## src/rtl/hub75_row_capture_if.sv

```systemverilog
// HUB75 receive-side bundle: raw panel inputs, latched-line read port and row status.
// master drives the panel side (driver or bench), slave is the row capture block.
interface hub75_row_capture_if #(
  parameter int unsigned CW  = 7,
  parameter int unsigned ONW = 16
);
  logic           in_SCLK;
  logic [2:0]     in_RGB0;
  logic [2:0]     in_RGB1;
  logic           in_LATCH;
  logic           in_nOE;
  logic [4:0]     in_ABCDE;
  logic [CW-1:0]  in_RD_ADDR;

  logic [5:0]     out_RD_DATA;
  logic           out_ROW_VALID;
  logic [4:0]     out_ROW;
  logic [CW-1:0]  out_COUNT;
  logic           out_SHORT;
  logic           out_OVERRUN;
  logic [ONW-1:0] out_ON_CYCLES;

  modport master (
    output in_SCLK, in_RGB0, in_RGB1, in_LATCH, in_nOE, in_ABCDE, in_RD_ADDR,
    input  out_RD_DATA, out_ROW_VALID, out_ROW, out_COUNT, out_SHORT, out_OVERRUN,
           out_ON_CYCLES
  );

  modport slave (
    input  in_SCLK, in_RGB0, in_RGB1, in_LATCH, in_nOE, in_ABCDE, in_RD_ADDR,
    output out_RD_DATA, out_ROW_VALID, out_ROW, out_COUNT, out_SHORT, out_OVERRUN,
           out_ON_CYCLES
  );
endinterface

```

## src/rtl/hub75_row_capture.sv

```systemverilog
// HUB75 panel-side receiver: oversamples the link, deserialises one double-row per LATCH
// into a ping-pong line buffer. Define HUB75_RX_SYNC_EN for 2-flop input synchronisers.
module hub75_row_capture #(
  parameter int unsigned COLS = 64,
  parameter int unsigned CW   = 7,
  parameter int unsigned ONW  = 16
) (
  input logic                clk,
  input logic                rst,
  hub75_row_capture_if.slave bus
);
  localparam int unsigned AW = $clog2(COLS);
  localparam int unsigned PW = 6;

  typedef struct packed {
    logic       sclk;
    logic [2:0] rgb1;
    logic [2:0] rgb0;
    logic       latch;
    logic       noe;
    logic [4:0] abcde;
  } sample_t;

  typedef enum logic [1:0] {S_IDLE, S_SHIFT, S_LATCHED} state_t;

  // nOE resets inactive so the on-time counter does not tick before real samples arrive
  localparam sample_t SMP_IDLE = '{sclk: 1'b0, rgb1: 3'd0, rgb0: 3'd0, latch: 1'b0,
                                   noe: 1'b1, abcde: 5'd0};

  sample_t raw;
  sample_t smp_q;
  logic    prev_sclk_q, prev_latch_q;

  assign raw = {bus.in_SCLK, bus.in_RGB1, bus.in_RGB0, bus.in_LATCH, bus.in_nOE, bus.in_ABCDE};

`ifdef HUB75_RX_SYNC_EN
  sample_t meta_q, sync_q;

  always_ff @(posedge clk or posedge rst) begin
    if (rst) begin
      meta_q <= SMP_IDLE;
      sync_q <= SMP_IDLE;
      smp_q  <= SMP_IDLE;
    end else begin
      meta_q <= raw;
      sync_q <= meta_q;
      smp_q  <= sync_q;
    end
  end
`else
  always_ff @(posedge clk or posedge rst) begin
    if (rst) smp_q <= SMP_IDLE;
    else     smp_q <= raw;
  end
`endif

  always_ff @(posedge clk or posedge rst) begin
    if (rst) begin
      prev_sclk_q  <= 1'b0;
      prev_latch_q <= 1'b0;
    end else begin
      prev_sclk_q  <= smp_q.sclk;
      prev_latch_q <= smp_q.latch;
    end
  end

  logic sclk_rise, latch_rise;
  assign sclk_rise  = smp_q.sclk  & ~prev_sclk_q;
  assign latch_rise = smp_q.latch & ~prev_latch_q;

  state_t         state_q, state_d;
  logic [CW-1:0]  count_q, count_d, count_inc;
  logic [ONW-1:0] on_q, on_d;
  logic           sel_q, sel_d;
  logic           row_valid_q, row_valid_d;
  logic [4:0]     row_q, row_d;
  logic [CW-1:0]  cnt_out_q, cnt_out_d;
  logic           short_q, short_d;
  logic           over_q, over_d;
  logic [ONW-1:0] on_out_q, on_out_d;
  logic [PW-1:0]  rd_q, rd_d;
  logic [PW-1:0]  bank_q [2][COLS];

  logic           wr_en;
  logic           wr_bank;
  logic [AW-1:0]  wr_col;
  logic [PW-1:0]  wr_data;
  logic [AW-1:0]  rd_col;

  // first shifted pixel lands in the far column; stop writing once the row is full
  assign count_inc = (count_q == CW'(COLS + 1)) ? count_q : count_q + CW'(1);
  assign wr_en     = sclk_rise && (count_q < CW'(COLS));
  assign wr_bank   = ~sel_q;
  assign wr_col    = AW'(COLS - 1) - count_q[AW-1:0];
  assign wr_data   = {smp_q.rgb1, smp_q.rgb0};
  assign rd_col    = bus.in_RD_ADDR[AW-1:0];

  always_comb begin
    state_d     = state_q;
    count_d     = count_q;
    on_d        = on_q;
    sel_d       = sel_q;
    row_valid_d = 1'b0;
    row_d       = row_q;
    cnt_out_d   = cnt_out_q;
    short_d     = short_q;
    over_d      = over_q;
    on_out_d    = on_out_q;

    case (state_q)
      S_IDLE:    if (sclk_rise) state_d = S_SHIFT;
      S_SHIFT:   state_d = S_SHIFT;
      S_LATCHED: state_d = sclk_rise ? S_SHIFT : S_IDLE;
      default:   state_d = S_IDLE;
    endcase

    if (sclk_rise) count_d = count_inc;
    if (!smp_q.noe && !smp_q.latch && (on_q != '1)) on_d = on_q + ONW'(1);

    // a shift in the same sample as the latch edge belongs to the row being latched
    if (latch_rise) begin
      state_d     = S_LATCHED;
      row_valid_d = 1'b1;
      sel_d       = ~sel_q;
      row_d       = smp_q.abcde;
      cnt_out_d   = count_d;
      short_d     = count_d < CW'(COLS);
      over_d      = count_d > CW'(COLS);
      on_out_d    = on_q;
      count_d     = '0;
      on_d        = '0;
    end
  end

  // read follows the bank that is latched after this edge, including a same-edge write
  always_comb begin
    rd_d = '0;
    if (bus.in_RD_ADDR < CW'(COLS)) begin
      if (wr_en && (wr_bank == sel_d) && (wr_col == rd_col)) rd_d = wr_data;
      else                                                   rd_d = bank_q[sel_d][rd_col];
    end
  end

  always_ff @(posedge clk or posedge rst) begin
    if (rst) begin
      state_q     <= S_IDLE;
      count_q     <= '0;
      on_q        <= '0;
      sel_q       <= 1'b0;
      row_valid_q <= 1'b0;
      row_q       <= '0;
      cnt_out_q   <= '0;
      short_q     <= 1'b0;
      over_q      <= 1'b0;
      on_out_q    <= '0;
      rd_q        <= '0;
    end else begin
      state_q     <= state_d;
      count_q     <= count_d;
      on_q        <= on_d;
      sel_q       <= sel_d;
      row_valid_q <= row_valid_d;
      row_q       <= row_d;
      cnt_out_q   <= cnt_out_d;
      short_q     <= short_d;
      over_q      <= over_d;
      on_out_q    <= on_out_d;
      rd_q        <= rd_d;
    end
  end

  always_ff @(posedge clk or posedge rst) begin
    if (rst) begin
      for (int b = 0; b < 2; b++) begin
        for (int c = 0; c < int'(COLS); c++) bank_q[b][c] <= '0;
      end
    end else if (wr_en) begin
      bank_q[wr_bank][wr_col] <= wr_data;
    end
  end

  assign bus.out_RD_DATA   = rd_q;
  assign bus.out_ROW_VALID = row_valid_q;
  assign bus.out_ROW       = row_q;
  assign bus.out_COUNT     = cnt_out_q;
  assign bus.out_SHORT     = short_q;
  assign bus.out_OVERRUN   = over_q;
  assign bus.out_ON_CYCLES = on_out_q;
endmodule

```

## src/flat_wrapper.sv

```systemverilog
// flat-port wrapper written by rule: the top's interface ports become plain ports
module hub75_row_capture_flat 
#(
  parameter int unsigned COLS = 64,
  parameter int unsigned CW   = 7,
  parameter int unsigned ONW  = 16
)
  (clk, rst, bus_in_SCLK, bus_in_RGB0, bus_in_RGB1, bus_in_LATCH, bus_in_nOE, bus_in_ABCDE, bus_in_RD_ADDR, bus_out_RD_DATA, bus_out_ROW_VALID, bus_out_ROW, bus_out_COUNT, bus_out_SHORT, bus_out_OVERRUN, bus_out_ON_CYCLES);
  hub75_row_capture_if #(.CW(CW), .ONW(ONW)) bus_i ();
  input logic clk;
  input logic rst;
  input wire logic [$bits(bus_i.in_SCLK)-1:0] bus_in_SCLK;
  input wire logic [$bits(bus_i.in_RGB0)-1:0] bus_in_RGB0;
  input wire logic [$bits(bus_i.in_RGB1)-1:0] bus_in_RGB1;
  input wire logic [$bits(bus_i.in_LATCH)-1:0] bus_in_LATCH;
  input wire logic [$bits(bus_i.in_nOE)-1:0] bus_in_nOE;
  input wire logic [$bits(bus_i.in_ABCDE)-1:0] bus_in_ABCDE;
  input wire logic [$bits(bus_i.in_RD_ADDR)-1:0] bus_in_RD_ADDR;
  output wire logic [$bits(bus_i.out_RD_DATA)-1:0] bus_out_RD_DATA;
  output wire logic [$bits(bus_i.out_ROW_VALID)-1:0] bus_out_ROW_VALID;
  output wire logic [$bits(bus_i.out_ROW)-1:0] bus_out_ROW;
  output wire logic [$bits(bus_i.out_COUNT)-1:0] bus_out_COUNT;
  output wire logic [$bits(bus_i.out_SHORT)-1:0] bus_out_SHORT;
  output wire logic [$bits(bus_i.out_OVERRUN)-1:0] bus_out_OVERRUN;
  output wire logic [$bits(bus_i.out_ON_CYCLES)-1:0] bus_out_ON_CYCLES;
  assign bus_i.in_SCLK = bus_in_SCLK;
  assign bus_i.in_RGB0 = bus_in_RGB0;
  assign bus_i.in_RGB1 = bus_in_RGB1;
  assign bus_i.in_LATCH = bus_in_LATCH;
  assign bus_i.in_nOE = bus_in_nOE;
  assign bus_i.in_ABCDE = bus_in_ABCDE;
  assign bus_i.in_RD_ADDR = bus_in_RD_ADDR;
  assign bus_out_RD_DATA = bus_i.out_RD_DATA;
  assign bus_out_ROW_VALID = bus_i.out_ROW_VALID;
  assign bus_out_ROW = bus_i.out_ROW;
  assign bus_out_COUNT = bus_i.out_COUNT;
  assign bus_out_SHORT = bus_i.out_SHORT;
  assign bus_out_OVERRUN = bus_i.out_OVERRUN;
  assign bus_out_ON_CYCLES = bus_i.out_ON_CYCLES;
  hub75_row_capture #(.COLS(COLS), .CW(CW), .ONW(ONW)) u_core (.clk(clk), .rst(rst), .bus(bus_i));
endmodule
```

## config.mk

```make
export PLATFORM = sky130hd
export DESIGN_NAME = hub75_row_capture_flat
export DESIGN_NICKNAME = d
export VERILOG_FILES = /design/src/rtl/hub75_row_capture_if.sv /design/src/rtl/hub75_row_capture.sv /design/src/flat_wrapper.sv
export SDC_FILE = /design/constraint.sdc
export NUM_CORES = 2
export LEC_CHECK = 0
export ABC_AREA = 1
export CAP_MARGIN = 10
export CORE_MARGIN = 2
export CORE_UTILIZATION = 67
export DETAILED_ROUTE_END_ITERATION = 8
export HOLD_SLACK_MARGIN = 0.06
export MAX_ROUTING_LAYER = met4
export PLACE_DENSITY = 0.91
export SYNTH_ARGS = -nofsm -noshare
export SYNTH_HDL_FRONTEND = slang
export SYNTH_SLANG_ARGS = --single-unit
export TNS_END_PERCENT = 100
```

## constraint.sdc

```tcl
create_clock -name clk -period 88.3 [get_ports clk]
set_input_delay 17.66 -clock clk [delete_from_list [all_inputs] [get_ports clk]]
set_output_delay 17.66 -clock clk [all_outputs]
set_load 0.1 [all_outputs]
```

==> impl_metrics.yaml <==
outcome:
  run_status: "finished with violations"
  violations: "design-rule violations"
clock_network:
  cts_sinks: 845
  cts_hold_buffers: 0
  path_clk_slew_ns: 0.06
  htree_levels: 3
  clkLatencyLatePin_ns: 0.67
  clk_path_buf_depth: 3
  cts_tree: "done"
  postCtsSetupBuffers: 0
  cts_made_buffers: 84
  post_cts_resized: 0
  ctsRootBufferMaster: "clkbuf_16"
timing:
  setup_ws_ns: 66.69
  post-route-period-util: 0.245
  fmax_mhz: 46.3
  finalSetupViolCount: 0
  rsz0062_at_grt: "no"
  clock-skew-final_ns: 0.0277
  hold_viol_final: 0
  max_slew_margin: 0.119
  worstMarginPinSlew_ns: 1.32
  timing.setup.tns_ns: 0
  drv_slew: 0
  finalCriticalPeriod_ns: 21.61
power:
  power_density_nw_per_um2: 21.2
  power_leakage_nw: 18.2
  ir_drop_v: 0.0000152
detailed_routing:
  wirelength_um: 112000
  wl_met2_um: 50100
  wl_per_cell_um: 20.6
  drc: 3
  first_pass_iters: 9
  drtAntennaViolNets: 0
  routed.top_layer: "met4"
  wl_met3_um: 13900
  viasPerCell: 6.50
  wl_met1_um: 41000
  vias: 35109
  drtIter0Drc: 5669
global_routing:
  antenna_found_initial: 2
  grt_overflow: 0
  grt_use_total: 0.390
  grt_pass1_vias: 33695
  grt_pass1_wl_um: 179000
  grt_max_degree: 177
floorplan:
  rows: 87
  fp.dieW_um: 243
  fp.coreArea_um2: 56500
  io_pins: 60
  die-area_um2: 59100
  initial_utilization: 0.678
  dieHeight_um: 243
place:
  dpl.cell_count: 5246
  gp_congestion: 0.905
  io_buffers: 59
  pre_cts_ws_ns: 65.82
  placed_cell_area_um2: 38600
  dp_hpwl_um: 60300
worst_hold_path:
  holdCritPathClass: "reg2reg"
  hp-start: "u_core.smp_q[13]"
  hold-path-cell-count: 0
  min_to: "u_core.prev_sclk_q"
setup_path:
  cp-end-kind: "async pin"
  startpoint_type: "input pin"
  r2r_end: "u_core.bus.out_RD_DATA[5]"
  ff2ff_setup_slack_ns: 83.38
  r2r_start: "u_core.sel_q"
  cp_max_fo: 97
  path_class: "in2async"
  reg2regPathDepth: 15
  crit_arrival_ns: 22.23
  cp.required_ns: 88.92
synthesis:
  synth_cell_types: 28
  ys_seq_area_frac: 0.552
  syn_area_um2: 38300
  yosysWarnings: 0
  synth_nets: 4823
  avgSynthCellArea_um2: 7.99
  synth_cells: 4797
  synth_seq_cells: 845
layout:
  instances_no_fill: 5404
  syn2layout_area_growth_pct: 8.04
  postLayoutCellArea_um2: 41400
  nNetsFinal: 4602
  drive_above_1_share: 0.0418
  fill_cells: 3845
flow_run:
  maxCapViolCount: 0
worst max-delay path, stage by stage:
cell             delay, ns
clkdlybuf4s50_1       0.51
inv_8                 0.48
buf_4                 0.82
buf_4                 0.80
buf_4                 0.86
buf_4                 0.94
Yosys cell counts:
| master | number | area share |
|---|---|---|
| nand2_1 | 1690 | 0.17 |
| dfrtp_1 | 844 | 0.55 |
| nand3_1 | 834 | 0.11 |
| o21ai_0 | 812 | 0.11 |
| clkbuf_1 | 302 | 0.030 |
| nor2_1 | 89 | 0.0087 |
| buf_2 | 77 | 0.010 |
| inv_1 | 68 | 0.0067 |
| buf_1 | 21 | 0.0021 |
| a21oi_1 | 13 | 0.0017 |
| nor3_1 | 8 | 0.0010 |
| xor2_1 | 6 | 0.0014 |
| nand2_2 | 5 | 0.00082 |
| nand4_1 | 5 | 0.00082 |
| buf_4 | 3 | 0.00059 |
| ha_1 | 3 | 0.00098 |
| clkinv_1 | 2 | 0.00020 |
| nand3_2 | 2 | 0.00052 |
| nor2_2 | 2 | 0.00033 |
| o211ai_1 | 2 | 0.00039 |
| o22ai_1 | 2 | 0.00033 |
| a2111oi_0 | 1 | 0.00023 |
| a211oi_1 | 1 | 0.00020 |
| a22oi_1 | 1 | 0.00020 |
| and3_1 | 1 | 0.00016 |
| dfstp_2 | 1 | 0.00069 |
| nor4_1 | 1 | 0.00016 |
| o21a_1 | 1 | 0.00020 |
cells by family after synthesis:
kind of cell             share of synthesized area
buffers and inverters                       0.0492
AND/OR/NAND/NOR                              0.287
adder cells (fa/ha/maj)                   0.000980
AO/OA/AOI/OAI                                0.109
XOR/XNOR                                   0.00137
flip-flops                                   0.552
placed cells by master (no fill, tap or decap), types with 3 or more instances in the layout:
cell type,Yosys,routed
nand2_1,1690,1690
inv_4,0,6
clkinv_2,0,20
nand4_1,5,5
buf_4,3,37
clkbuf_1,302,21
xor2_1,6,6
inv_6,0,3
a21oi_1,13,13
nor2_1,89,89
nand3_1,834,834
clkdlybuf4s50_1,0,56
nor3_1,8,8
dfrtp_1,844,844
o21ai_0,812,812
clkbuf_16,0,87
clkbuf_8,0,17
nand2_2,5,3
ha_1,3,3
bufinv_16,0,5
inv_1,68,59
final cells by class:
type | count | area, um^2 | area share
inverter | 70 | 292 | 0.00704
clock buffer | 125 | 2490 | 0.0602
sequential | 845 | 21100 | 0.511
antenna | 2 | 5.00 | 0.000121
multi-input combinational | 3479 | 15300 | 0.370
timing repair buffer | 96 | 875 | 0.0211
clock inverter | 31 | 319 | 0.00771
tap | 756 | 946 | 0.0229
where the power goes:
group | switching, W | total [W] | internal [W]
registers | 0.00000835 | 0.000408 | 0.000400
logic | 0.0000819 | 0.000103 | 0.0000206
clock network | 0.000155 | 0.000366 | 0.000211
how the worst max path moves through the flow:
| stage | from | to | cells after the start |
|---|---|---|---|
| after floorplan | rst | u_core.bank_q[0] | 1 |
| after global placement | rst | u_core.bank_q[271] | 6 |
| after detailed placement | rst | u_core.bank_q[271] | 6 |
| after CTS | rst | u_core.bank_q[53] | 6 |
| after global routing | rst | u_core.smp_q[7] | 6 |
| final | rst | u_core.bank_q[453] | 6 |
flip-flops by register name, indices dropped and copies added (netlist names):
name                      flops
u_core.prev_sclk_q            1
u_core.bank_q               768
u_core.bus.out_SHORT          1
u_core.bus.out_ROW            5
u_core.bus.out_OVERRUN        1
u_core.on_q                  16
u_core.prev_latch_q           1
u_core.bus.out_RD_DATA        6
u_core.bus.out_COUNT          7
u_core.sel_q                  1
u_core.bus.out_ROW_VALID      1
u_core.smp_q                 14
u_core.bus.out_ON_CYCLES     16
u_core.count_q                7
per-stage QoR:
stage | total power (W) | hold slack [ns] | util
after floorplan | 0.000483 | 0.354 | -
after global placement | 0.000510 | 0.361 | 0.683
after detailed placement | 0.000512 | 0.363 | 0.683
after CTS | 0.000872 | 0.377 | 0.732
after global routing | 0.000899 | 0.402 | 0.733
final | 0.000877 | 0.376 | 0.733
layer usage:
layer | GRT usage | vias to the layer above
li1 | - | 15367
met1 | 0.503 | 16690
met2 | 0.574 | 2490
met3 | 0.0956 | 562
met4 | 0.210 | 0
met5 | - | -
Power figures use the tool's default switching activity.
